## config.mk

```make
export PLATFORM = sky130hd
export DESIGN_NAME = merge_stage
export DESIGN_NICKNAME = d
export VERILOG_FILES = /design/src/rtl/merge_stage_pkg.sv /design/src/rtl/merge_arb2.sv /design/src/rtl/merge_stage.sv
export SDC_FILE = /design/constraint.sdc
export NUM_CORES = 1
export LEC_CHECK = 0
export CORE_MARGIN = 4
export CORE_UTILIZATION = 41
export DETAILED_ROUTE_END_ITERATION = 10
export MAX_ROUTING_LAYER = met4
export PLACE_DENSITY = 0.89
export SYNTH_ARGS = -nofsm -noshare
export SYNTH_HDL_FRONTEND = slang
export SYNTH_HIERARCHICAL = 1
export SYNTH_SLANG_ARGS = --single-unit
```

## constraint.sdc

```tcl
create_clock -name CLK -period 4.21 [get_ports CLK]
set_input_delay 0.421 -clock CLK [delete_from_list [all_inputs] [get_ports CLK]]
set_output_delay 0.421 -clock CLK [all_outputs]
set_load 0.005 [all_outputs]
```

## src/rtl/merge_stage_pkg.sv

```systemverilog
// Shared constants and types for the two-input packet merge stage.
package merge_stage_pkg;

  localparam int unsigned PackW = 32;

  typedef enum logic [1:0] {
    OIdle = 2'd0,
    OReq  = 2'd1,
    ORtz  = 2'd2
  } out_state_e;

  localparam logic Ch0 = 1'b0;
  localparam logic Ch1 = 1'b1;

endpackage

```

## src/rtl/merge_arb2.sv

```systemverilog
// Combinational two-way round-robin grant; the pointer register lives in the caller.
module merge_arb2
  import merge_stage_pkg::*;
(
  input  logic elig0_i,
  input  logic elig1_i,
  input  logic rr_ptr_i,
  output logic grant0_o,
  output logic grant1_o,
  output logic next_ptr_o
);

  always_comb begin
    grant0_o   = 1'b0;
    grant1_o   = 1'b0;
    next_ptr_o = rr_ptr_i;
    if (elig0_i && elig1_i) begin
      if (rr_ptr_i == Ch0) begin
        grant0_o   = 1'b1;
        next_ptr_o = Ch1;
      end else begin
        grant1_o   = 1'b1;
        next_ptr_o = Ch0;
      end
    end else if (elig0_i) begin
      grant0_o   = 1'b1;
      next_ptr_o = Ch1;
    end else if (elig1_i) begin
      grant1_o   = 1'b1;
      next_ptr_o = Ch0;
    end
  end

endmodule

```

## src/rtl/merge_stage.sv

```systemverilog
// Two-channel 4-phase Send/Ack merge into one output channel through a single packet latch.
module merge_stage
  import merge_stage_pkg::*;
#(
  parameter int unsigned PACK_W = PackW
) (
  input  logic              CLK,
  input  logic              MR_n,
  input  logic              Send_in0,
  output logic              Ack_out0,
  input  logic [PACK_W-1:0] PACKET_IN0,
  input  logic              Send_in1,
  output logic              Ack_out1,
  input  logic [PACK_W-1:0] PACKET_IN1,
  output logic              Send_out,
  input  logic              Ack_in,
  output logic [PACK_W-1:0] PACKET_OUT
);

  logic              ack0_q, ack0_d;
  logic              ack1_q, ack1_d;
  logic              full_q, full_d;
  logic              rr_q, rr_d;
  logic              send_q, send_d;
  logic [PACK_W-1:0] dl_q, dl_d;
  out_state_e        state_q, state_d;

  logic elig0, elig1, grant0, grant1, next_ptr;

  // A channel is locked out until its own return-to-zero completes.
  assign elig0 = Send_in0 & ~ack0_q & ~full_q;
  assign elig1 = Send_in1 & ~ack1_q & ~full_q;

  merge_arb2 u_arb (
    .elig0_i    (elig0),
    .elig1_i    (elig1),
    .rr_ptr_i   (rr_q),
    .grant0_o   (grant0),
    .grant1_o   (grant1),
    .next_ptr_o (next_ptr)
  );

  always_comb begin
    ack0_d  = ack0_q;
    ack1_d  = ack1_q;
    full_d  = full_q;
    rr_d    = next_ptr;
    send_d  = send_q;
    dl_d    = dl_q;
    state_d = state_q;

    if (grant0) begin
      dl_d   = PACKET_IN0;
      full_d = 1'b1;
      ack0_d = 1'b1;
    end else if (!Send_in0) begin
      ack0_d = 1'b0;
    end

    if (grant1) begin
      dl_d   = PACKET_IN1;
      full_d = 1'b1;
      ack1_d = 1'b1;
    end else if (!Send_in1) begin
      ack1_d = 1'b0;
    end

    // Grants need full_q == 0 and the clear below needs full_q == 1, so they never collide.
    unique case (state_q)
      OIdle: begin
        if (full_q && !Ack_in) begin
          send_d  = 1'b1;
          state_d = OReq;
        end
      end
      OReq: begin
        if (Ack_in) begin
          send_d  = 1'b0;
          full_d  = 1'b0;
          state_d = ORtz;
        end
      end
      ORtz: begin
        if (!Ack_in) begin
          if (full_q) begin
            send_d  = 1'b1;
            state_d = OReq;
          end else begin
            state_d = OIdle;
          end
        end
      end
      default: state_d = OIdle;
    endcase
  end

  always_ff @(posedge CLK or negedge MR_n) begin
    if (!MR_n) begin
      ack0_q  <= 1'b0;
      ack1_q  <= 1'b0;
      full_q  <= 1'b0;
      rr_q    <= Ch0;
      send_q  <= 1'b0;
      dl_q    <= '0;
      state_q <= OIdle;
    end else begin
      ack0_q  <= ack0_d;
      ack1_q  <= ack1_d;
      full_q  <= full_d;
      rr_q    <= rr_d;
      send_q  <= send_d;
      dl_q    <= dl_d;
      state_q <= state_d;
    end
  end

  assign Ack_out0   = ack0_q;
  assign Ack_out1   = ack1_q;
  assign Send_out   = send_q;
  assign PACKET_OUT = dl_q;

endmodule
```

==> reports/qor.yml <==
r2r-end: "PACKET_OUT[30]"
remaining_drc_errors: 0
vias: 1562
grt_first_pass_wirelength_um: 7130
firstDrtPassIters: 7
maxSlewViolCount: 0
ant_nets: 0
clk_pin_slew_worst_paths_ns: 0.07
ios: 104
worst_pin_slew_ns: 1.07
synth.lib_cells_used.distinct: 20
setup_ws_ns: 1.74
drv_cap: 0
grt_max_degree: 67
slew_headroom: 0.289
clk_latency_ns: 0.28
finClkSkew_ns: 0.00183
fin_area_um2: 2910
place_hpwl_um: 3460
fin_crit_ns: 2.47
setup_viol: 0
areaGrowthSynthToFinish_pct: 61.8
power_switching_share: 0.315
grt_pass1_vias: 1540
pwr-share-clk: 0.154
arrival_ns: 2.59
rows: 23
period_share: 0.587
multi_input_area_um2: 721
hold_violations: 0
layout_common_cells: "102 x clkdlybuf4s50_1, 39 x dfrtp_1, 33 x mux2i_1"
syn_area_um2: 1800
path_max_fanout: 18
ys_top_cells_by_area: "dfrtp_1 54%, mux2i_1 18%, o21ai_1 7.8%"
cts_inserted_buffers: 5
start_kind: "primary input"
wl_met3_um: 463
yosys.area.top_type: "dfrtp_1"
r2r_cells: 5
internal-power_mw: 1.23
finalSetupTns_ns: 0
drt-total-wl_um: 4660
cts_hold_buffers: 0
regArea_um2: 976
holdWs_ns: 0.249
slowest_stage: "a21boi_4"
gr-usage-all-layers: 0.173
synthCells: 166
cts_tree: "done"
ys.warnings.count: 6
power.density_nw_per_um2: 616
critPathCaptureType: "flip-flop"
required_ns: 4.33
slowest_delay_ns: 0.69
grt_antenna_before_repair: 0
netlist.area_leader.share: 0.542
die-area_um2: 5510
gp_congestion: 0.738
synth_top_flop_cell: "dfrtp_1"
syn_nets: 235
outcome: "finished clean"
coreArea_um2: 4120
synth_edf_count: 0
placed_area_um2: 2810
post_cts.repair.setup_buffers: 0
cts_resized: 0
path_class: "in -> reg"
r2r_setup_slack_ns: 1.90
cts_sinks: 39
cp_cell_sequence: "clkdlybuf4s50_1, nor3b_1, a21boi_4, buf_4, mux2i_1, o21ai_0"
ys_seq_area_frac: 0.542
root_buffer: "clkbuf_8"
clk_path_buf_depth: 2
die_h_um: 74.2
ys_ff_latch: 39
p_leak_nw: 1.16
highest_layer: "met4"
dr.first_iter.drc_count: 117
rsz0062_at_grt: "no"
wl_per_cell_um: 14.7
htreeDepth: 2
hp-class: "in -> async"
pwr-share-comb: 0.472
pre_cts_ws_ns: 1.41
final_core_util: 0.708
r2r_start: "full_q"
grt_overflow_total: 0
wl_met2_um: 2200
p_seq_frac: 0.374
start_util: 0.437
ir_drop_uv: 359
fill_cells: 307
wl_met1_um: 1920
numPortBuffers: 103
die_w_um: 74.2
synthArstFlopShare: 1.00
routed_via_density: 4.91
syn_avg_cell_area_um2: 10.8
switchingPower_uw: 565
num_antenna_cells: 0
final_layout_size_suffix_gt1_frac: 0.0448
nets: 336
final_common_cell: "clkdlybuf4s50_1"
fmax_ghz: 0.405
-- power groups by stage --
stage / registers, mW / clock network, mW / logic (mW)
2_1_floorplan: 0.679 / 0 / 0.402
3_3_place_gp: 0.672 / 0 / 0.832
3_5_place_dp: 0.676 / 0 / 0.863
4_1_cts: 0.672 / 0.281 / 0.863
5_1_grt: 0.694 / 0.296 / 0.932
6_report: 0.671 / 0.277 / 0.846
-- how the worst max path moves through the flow --
| stage | from | to | slack (ns) | cells after the start |
|---|---|---|---|---|
| 2_1_floorplan | full_q | PACKET_OUT[0] | 2.67 | 6 |
| 3_3_place_gp | Send_in0 | PACKET_OUT[29] | 1.51 | 6 |
| 3_5_place_dp | Send_in0 | PACKET_OUT[30] | 1.41 | 6 |
| 4_1_cts | Send_in0 | PACKET_OUT[30] | 1.71 | 6 |
| 5_1_grt | Send_in1 | PACKET_OUT[30] | 1.47 | 4 |
| 6_report | Send_in0 | PACKET_OUT[30] | 1.74 | 6 |
-- logic make-up (layout without fill, tap and decap cells) --
| kind of cell | after synthesis | after routing | synth area share |
|---|---|---|---|
| DFF | 39 | 39 | 0.542 |
| muxes | 33 | 33 | 0.184 |
| buffers and inverters | 14 | 116 | 0.0640 |
| and+or+nand+nor | 39 | 39 | 0.0890 |
| AOI/OAI and AO/OA | 40 | 40 | 0.116 |
| xor gates and xnor gates | 1 | 1 | 0.00487 |
-- cell type report --
cell class | count | area share
Clock buffer | 8 | 0.0344
Timing Repair Buffer | 105 | 0.358
Multi-Input combinational cell | 113 | 0.248
Sequential cell | 39 | 0.335
Inverter | 3 | 0.00387
Tap cell | 50 | 0.0215
-- critical path, delay by kind of cell --
family	cells	cell delay (ns)
buffers and inverters	2	0.89
AOI/OAI and AO/OA	2	0.79
and+or+nand+nor	1	0.26
muxes	1	0.21
-- per-stage QoR --
stage          instances  total power [mW]
2_1_floorplan        166              1.08
3_3_place_gp         310              1.50
3_5_place_dp         310              1.54
4_1_cts              318              1.82
5_1_grt              318              1.92
6_report             318              1.79
-- cell usage after synthesis, types with 2 or more instances --
library cell	number
dfrtp_1	39
nor3b_1	2
buf_12	3
a21o_1	2
inv_1	3
o21ai_0	7
o21ai_1	28
nor2_1	2
buf_2	5
nand2_1	32
clkbuf_1	2
mux2i_1	33
-- registers in the layout, summed over array words and instances (netlist names) --
signal and cells:
PACKET_OUT 32, Ack_out1 1, full_q 1, Send_out 1, state_q 2, rr_q 1
Ack_out0 1
-- layer usage --
metal	track usage	up-vias
met1	0.203	711
met5	-	-
met4	0.0514	0
met3	0.0608	10
li1	-	770
met2	0.281	71
Power figures use the tool's default switching activity.
